File: config.mk
export PLATFORM = sky130hd
export DESIGN_NAME = ctrl_sequencer_flat
export DESIGN_NICKNAME = d
export VERILOG_FILES = /design/src/rtl/ctrl_sequencer_pkg.sv /design/src/rtl/ctrl_sequencer_if.sv /design/src/rtl/ctrl_sequencer_inst_decode.sv /design/src/rtl/ctrl_sequencer.sv /design/src/flat_wrapper.sv
export SDC_FILE = /design/constraint.sdc
export NUM_CORES = 1
export LEC_CHECK = 0
export ABC_AREA = 1
export CAP_MARGIN = 20
export CELL_PAD_IN_SITES_DETAIL_PLACEMENT = 1
export CELL_PAD_IN_SITES_GLOBAL_PLACEMENT = 1
export CORE_AREA = 10 10 77 93
export CTS_BUF_LIST = sky130_fd_sc_hd__clkbuf_8
export DETAILED_ROUTE_END_ITERATION = 10
export DIE_AREA = 0 0 87 103
export PLACE_DENSITY_LB_ADDON = 0.2
export SYNTH_ARGS = -nofsm -noshare
export SYNTH_HDL_FRONTEND = slang
export SYNTH_SLANG_ARGS = --single-unit
File: constraint.sdc
create_clock -name clk -period 1.6 [get_ports clk]
set_input_delay 0.32 -clock clk [delete_from_list [all_inputs] [get_ports clk]]
set_output_delay 0.32 -clock clk [all_outputs]
set_load 0.02 [all_outputs]
File: src/rtl/ctrl_sequencer_pkg.sv
// Shared definitions for the accumulator-datapath control sequencer:
// ALU op codes, FSM state codes, opcode classes, write-back select and decode fields.
package ctrl_sequencer_pkg;

  typedef enum logic [2:0] {
    ALU_ADD = 3'd0,
    ALU_SUB = 3'd1,
    ALU_SLL = 3'd2,
    ALU_SRL = 3'd3,
    ALU_EQU = 3'd4,
    ALU_GTR = 3'd5,
    ALU_AND = 3'd6,
    ALU_XOR = 3'd7
  } alu_op_e;

  localparam logic [2:0] S_IDLE  = 3'd0;
  localparam logic [2:0] S_FETCH = 3'd1;
  localparam logic [2:0] S_EXEC  = 3'd2;
  localparam logic [2:0] S_MEM   = 3'd3;
  localparam logic [2:0] S_HALT  = 3'd4;

  // ir[8:6] classes when ir[8] is clear
  localparam logic [2:0] CLS_MOVR = 3'b000;
  localparam logic [2:0] CLS_MOVA = 3'b001;
  localparam logic [2:0] CLS_BRZ  = 3'b010;
  localparam logic [2:0] CLS_MEM  = 3'b011;

  localparam logic [1:0] WB_ALU = 2'd0;
  localparam logic [1:0] WB_ACC = 2'd1;
  localparam logic [1:0] WB_REG = 2'd2;
  localparam logic [1:0] WB_MEM = 2'd3;

  typedef struct packed {
    logic [2:0] alu_op;
    logic [3:0] addr;
    logic [5:0] br_off;
    logic       is_sub;
    logic       is_brz;
    logic       is_ld;
    logic       is_st;
    logic       is_halt;
    logic       acc_we;
    logic       reg_we;
    logic [1:0] wb_sel;
  } dec_t;

endpackage

File: src/rtl/ctrl_sequencer_if.sv
// Data-memory load/store handshake between the sequencer (master) and memory (slave).
interface ctrl_sequencer_if;
  logic mem_req_out;
  logic mem_we_out;
  logic mem_ack_in;

  modport master (output mem_req_out, output mem_we_out, input mem_ack_in);
  modport slave  (input mem_req_out, input mem_we_out, output mem_ack_in);
endinterface

File: src/rtl/ctrl_sequencer_inst_decode.sv
// Combinational instruction decode: maps the 9-bit instruction register to control fields.
module ctrl_sequencer_inst_decode
  import ctrl_sequencer_pkg::*;
(
  input  logic [8:0] ir_i,
  output dec_t       dec_o
);

  always_comb begin
    dec_o        = '0;
    dec_o.alu_op = ir_i[7:5];
    dec_o.addr   = ir_i[3:0];
    dec_o.br_off = ir_i[5:0];
    if (ir_i[8]) begin
      dec_o.is_sub = (ir_i[7:5] == ALU_SUB);
      dec_o.reg_we = ir_i[4];
      dec_o.acc_we = ~ir_i[4];
      dec_o.wb_sel = WB_ALU;
    end else begin
      case (ir_i[8:6])
        CLS_MOVR: begin
          dec_o.reg_we = 1'b1;
          dec_o.wb_sel = WB_ACC;
        end
        CLS_MOVA: begin
          dec_o.acc_we = 1'b1;
          dec_o.wb_sel = WB_REG;
        end
        CLS_BRZ: dec_o.is_brz = 1'b1;
        CLS_MEM: begin
          // ir[4] marks HALT and takes priority over the LD/ST selector
          if (ir_i[4]) begin
            dec_o.is_halt = 1'b1;
          end else if (ir_i[5]) begin
            dec_o.is_st  = 1'b1;
            dec_o.wb_sel = WB_ACC;
          end else begin
            dec_o.is_ld  = 1'b1;
            dec_o.wb_sel = WB_MEM;
          end
        end
        default: ;
      endcase
    end
  end

endmodule

File: src/rtl/ctrl_sequencer.sv
// Multi-cycle control sequencer: FETCH/EXEC/MEM FSM, pc, zero flag and write controls.
// Optional MEM_TIMEOUT_EN: abandon a load/store after 16 unacknowledged MEM cycles.
module ctrl_sequencer
  import ctrl_sequencer_pkg::*;
#(
  parameter int PC_W = 8
) (
  input  logic              clk,
  input  logic              rst_n,
  input  logic              start,
  input  logic [8:0]        inst_in,
  output logic [PC_W-1:0]   pc_out,
  output logic [2:0]        alu_op_out,
  input  logic              zero_in,
  output logic [3:0]        reg_addr_out,
  output logic              reg_we_out,
  output logic              acc_we_out,
  output logic [1:0]        wb_sel_out,
  ctrl_sequencer_if.master  mem,
  output logic              done_out,
  output logic              err_out
);

  logic [2:0]      state_q, state_d;
  logic [PC_W-1:0] pc_q, pc_d;
  logic [8:0]      ir_q, ir_d;
  logic            zflag_q, zflag_d;
  logic [PC_W-1:0] br_ext;
  logic            restart;
  logic            tmo_hit;
  dec_t            dec;

  ctrl_sequencer_inst_decode u_dec (
    .ir_i  (ir_q),
    .dec_o (dec)
  );

  assign br_ext  = {{(PC_W-6){dec.br_off[5]}}, dec.br_off};
  assign restart = start && ((state_q == S_IDLE) || (state_q == S_HALT));

`ifdef MEM_TIMEOUT_EN
  logic [3:0] tmo_q, tmo_d;
  logic       err_q, err_d;

  // Counter is zero on MEM entry because it only advances while in MEM
  assign tmo_hit = (state_q == S_MEM) && !mem.mem_ack_in && (tmo_q == 4'hf);

  always_comb begin
    tmo_d = (state_q == S_MEM) ? tmo_q + 4'd1 : 4'd0;
    err_d = err_q;
    if (restart)      err_d = 1'b0;
    else if (tmo_hit) err_d = 1'b1;
  end

  always_ff @(posedge clk or negedge rst_n) begin
    if (!rst_n) begin
      tmo_q <= '0;
      err_q <= 1'b0;
    end else begin
      tmo_q <= tmo_d;
      err_q <= err_d;
    end
  end

  assign err_out = err_q;
`else
  assign tmo_hit = 1'b0;
  assign err_out = 1'b0;
`endif

  always_comb begin
    state_d = state_q;
    pc_d    = pc_q;
    ir_d    = ir_q;
    zflag_d = zflag_q;
    case (state_q)
      S_IDLE, S_HALT: begin
        if (start) begin
          state_d = S_FETCH;
          pc_d    = '0;
          zflag_d = 1'b0;
        end
      end
      S_FETCH: begin
        ir_d    = inst_in;
        state_d = S_EXEC;
      end
      S_EXEC: begin
        if (dec.is_sub) zflag_d = zero_in;
        if (dec.is_halt) begin
          state_d = S_HALT;
        end else if (dec.is_ld || dec.is_st) begin
          state_d = S_MEM;
        end else begin
          state_d = S_FETCH;
          pc_d    = (dec.is_brz && zflag_q) ? pc_q + br_ext : pc_q + PC_W'(1);
        end
      end
      S_MEM: begin
        if (mem.mem_ack_in) begin
          state_d = S_FETCH;
          pc_d    = pc_q + PC_W'(1);
        end else if (tmo_hit) begin
          state_d = S_HALT;
        end
      end
      default: state_d = S_IDLE;
    endcase
  end

  always_ff @(posedge clk or negedge rst_n) begin
    if (!rst_n) begin
      state_q <= S_IDLE;
      pc_q    <= '0;
      ir_q    <= '0;
      zflag_q <= 1'b0;
    end else begin
      state_q <= state_d;
      pc_q    <= pc_d;
      ir_q    <= ir_d;
      zflag_q <= zflag_d;
    end
  end

  assign pc_out          = pc_q;
  assign alu_op_out      = dec.alu_op;
  assign reg_addr_out    = dec.addr;
  assign done_out        = (state_q == S_HALT);
  assign mem.mem_req_out = (state_q == S_MEM);
  assign mem.mem_we_out  = (state_q == S_MEM) && dec.is_st;

  // The load write is qualified by ack so it lands on the cycle the memory data is valid
  always_comb begin
    reg_we_out = 1'b0;
    acc_we_out = 1'b0;
    wb_sel_out = WB_ALU;
    if (state_q == S_EXEC) begin
      reg_we_out = dec.reg_we;
      acc_we_out = dec.acc_we;
      wb_sel_out = dec.wb_sel;
    end else if ((state_q == S_MEM) && dec.is_ld) begin
      acc_we_out = mem.mem_ack_in;
      wb_sel_out = WB_MEM;
    end
  end

endmodule

File: src/flat_wrapper.sv
// flat-port wrapper written by rule: the top's interface ports become plain ports
module ctrl_sequencer_flat import ctrl_sequencer_pkg::*;
#(
  parameter int PC_W = 8
)
  (clk, rst_n, start, inst_in, pc_out, alu_op_out, zero_in, reg_addr_out, reg_we_out, acc_we_out, wb_sel_out, done_out, err_out, mem_mem_req_out, mem_mem_we_out, mem_mem_ack_in);
  ctrl_sequencer_if mem_i ();
  input  logic clk;
  input  logic rst_n;
  input  logic start;
  input  logic [8:0] inst_in;
  output logic [PC_W-1:0] pc_out;
  output logic [2:0] alu_op_out;
  input  logic zero_in;
  output logic [3:0] reg_addr_out;
  output logic reg_we_out;
  output logic acc_we_out;
  output logic [1:0] wb_sel_out;
  output logic done_out;
  output logic err_out;
  output wire logic [$bits(mem_i.mem_req_out)-1:0] mem_mem_req_out;
  output wire logic [$bits(mem_i.mem_we_out)-1:0] mem_mem_we_out;
  input wire logic [$bits(mem_i.mem_ack_in)-1:0] mem_mem_ack_in;
  assign mem_mem_req_out = mem_i.mem_req_out;
  assign mem_mem_we_out = mem_i.mem_we_out;
  assign mem_i.mem_ack_in = mem_mem_ack_in;
  ctrl_sequencer #(.PC_W(PC_W)) u_core (.clk(clk), .rst_n(rst_n), .start(start), .inst_in(inst_in), .pc_out(pc_out), .alu_op_out(alu_op_out), .zero_in(zero_in), .reg_addr_out(reg_addr_out), .reg_we_out(reg_we_out), .acc_we_out(acc_we_out), .wb_sel_out(wb_sel_out), .mem(mem_i), .done_out(done_out), .err_out(err_out));
endmodule
==> out/results.ini <==
[global_routing]
grt_use_met1_pct=13.9
grt-ovfl-total=0
antenna_found_initial=0
busiest_layer=met2
grt_use_met2_pct=26.9
grt_pass1_wl_um=9910
grt_max_degree=22
track_usage_pct=13.8
grt_use_met3_pct=2.45
grt_pass1_vias=2084

[die]
rows=30
dieArea_mm2=0.00896
fp.dieH_um=103
die_x_um=87
ioPinCount=37
coreArea_mm2=0.00544
initial_utilization_pct=31.6

[clock_tree]
cts_tree=yes
cts_root_buffer=clkbuf_8
clkTransAtPathRegs_ps=90
clock_path_buffers=2
cts.sinks=21
hold_buffers=0
cts_buffers=3
htree_levels=1
clock_latency_ps=270

[detailed_routing]
vias=1885
first_pass_iters=4
drt_iter0_drc=40
routed_wl_um=5960
drc_errors=0
wl_per_cell_um=15.2
vias_per_cell=4.82
drtAntennaViolNets=0

[synth]
synth_edf_count=0
ys_async_sr_fraction_pct=100
netlist_instances=249
syn-num-nets=272
ys_warn_count=0
syn_area_mm2=0.00172
synth_top_area_share_pct=30.6
synth.most_common_cell=nand2_1
ys.flop_type=dfrtp_1
synth_commonest_cells=59 x nand2_1, 31 x nor2_1, 29 x inv_1
yosysSeqAreaShare_pct=30.6
synthTopCellsByArea=dfrtp_1 31%, nand2_1 13%, nor2_1 6.8%
ys_ff_latch=21
yosysTopAreaCell=dfrtp_1
syn-mean-instance-area_um2=6.90
ys_types=32

[layout]
areaGrowthSynthToFinish_pct=52.1
stdcell_count=391
n_antenna_cell=0
drive_gt1_share_pct=31.2
nets=351
postLayoutCoreUtil_pct=48.0

[critical_path]
crit_fanout=3
start_kind=flip-flop
arrival_ps=1530
endpoint_kind=primary output
r2r_setup_slack_ps=-70
worstSetupPathType=flip-flop to primary output
cp_data_required_time_ps=1280

[sta]
final-setup-viol-count=14
finClkSkew_ps=4.37
slew_violations=0
period_minus_slack_ps=1850
post-route-period-util_pct=116
hold_viol=0
whs_ps=389
max_freq_mhz=540
worst_slack_ps=-253
rsz0062_at_grt=yes

[pwr]
switching_power_mw=3.10
ir_drop_mv=0.818
p_sw_share_pct=49.9
power.density_mw_per_mm2=2380
p_seq_share_pct=17.1
p_int_mw=3.11
leakage_nw=1.33
p_clk_share_pct=6.2
pwr-share-comb_pct=76.7

[run]
drv_cap=0

[placed_design]
place_congestion=0.786
dp.cells=380
dpl.hpwl_um=4540
io_buffers=35

[status]
failed_checks=setup timing
status=complete, but fails checks

[hold_path]
hold_class=primary input to async pin

## placed cells by master (no fill, tap or decap), types with 5 or more instances in the layout
master / n
inv_1: 29
buf_4: 48
a21oi_2: 5
buf_6: 9
clkdlybuf4s50_1: 13
dlygate4sd2_1: 14
nand4_1: 5
nand3_1: 15
nor2_1: 28
a21oi_1: 20
dfrtp_1: 19
nand2_1: 55
ha_1: 5
inv_2: 9
## cells by family (layout without fill, tap and decap cells)
group / after synthesis / count (layout) / synth area share [%]
AOI/OAI and AO/OA: 42 / 42 / 13.8
and+or+nand+nor: 117 / 117 / 29.7
buffers and inverters: 49 / 127 / 13.0
xor gates and xnor gates: 6 / 6 / 3.06
muxes: 4 / 4 / 2.62
adders and majority gates: 9 / 9 / 6.99
DFF: 21 / 21 / 30.6
other: 1 / 1 / 0.218
## final timing paths
kind	to	cells after the start	startpoint
max	mem_mem_we_out	6	u_core.state_q[1]
min	u_core.state_q[0]	2	rst_n
max reg2reg	u_core.pc_out[7]	11	u_core.state_q[1]
min reg2reg	u_core.ir_q[2]	1	u_core.ir_q[2]
max in group asynchronous	u_core.pc_out[0]	2	rst_n
min in group clk	u_core.ir_q[2]	1	u_core.ir_q[2]
## cell type report
class / count / area, um^2
tap: 64 / 80.1
sequential: 21 / 528
clock inverter: 1 / 5.00
timing repair buffer: 85 / 727
inverter: 38 / 143
multi-input combinational: 179 / 1090
fill: 698 / 2830
clock buffer: 3 / 41.3
## layer usage
metal | vias to the layer above | part of all wire [%]
li1 | 946 | -
met1 | 902 | 39
met2 | 29 | 56
met3 | 8 | 3.4
met4 | 0 | 2.1
met5 | - | 0
## power by group through the flow
stage | Clock [mW] | Sequential, mW | Combinational, mW
3_3_place_gp | 0 | 1.04 | 4.35
6_report | 0.384 | 1.06 | 4.76
2_1_floorplan | 0 | 1.22 | 2.57
3_5_place_dp | 0 | 1.06 | 4.44
5_1_grt | 0.416 | 1.10 | 5.33
4_1_cts | 0.392 | 1.06 | 4.71
## worst max-delay path, stage by stage (launching register included)
cell and delay (ps):
dfrtp_1 380, inv_2 80, nor3_4 290, buf_4 190
inv_2 50, nor3_4 140, buf_6 140
## repair_timing
| action | in CTS | in global routing |
|---|---|---|
| buffers inserted | 6 | 2 |
| endpoints found under the setup margin | 29 | 16 |
| resized for setup | 71 | 10 |
| cloned | 1 | 0 |
| endpoints found under the hold margin | 0 | 0 |
| pin swaps | 6 | 4 |
## state kept, by name (all words and copies together), names as in the netlist
| name | cells |
|---|---|
| u_core.zflag_q | 1 |
| u_core.state_q | 3 |
| u_core.ir_q | 9 |
| u_core.pc_out | 8 |
## metrics by stage
step / TNS [ps] / worst slack (ps) / area (um^2) / power (mW)
4_1_cts: -956 / -256 / 2570 / 6.16
6_report: -1460 / -253 / 2610 / 6.21
3_3_place_gp: -2340 / -397 / 2420 / 5.39
3_5_place_dp: -2810 / -515 / 2420 / 5.50
5_1_grt: -2870 / -339 / 2610 / 6.84
2_1_floorplan: -168 / -81.4 / 1750 / 3.80
Note: power is estimated with default switching activity, not from simulation.
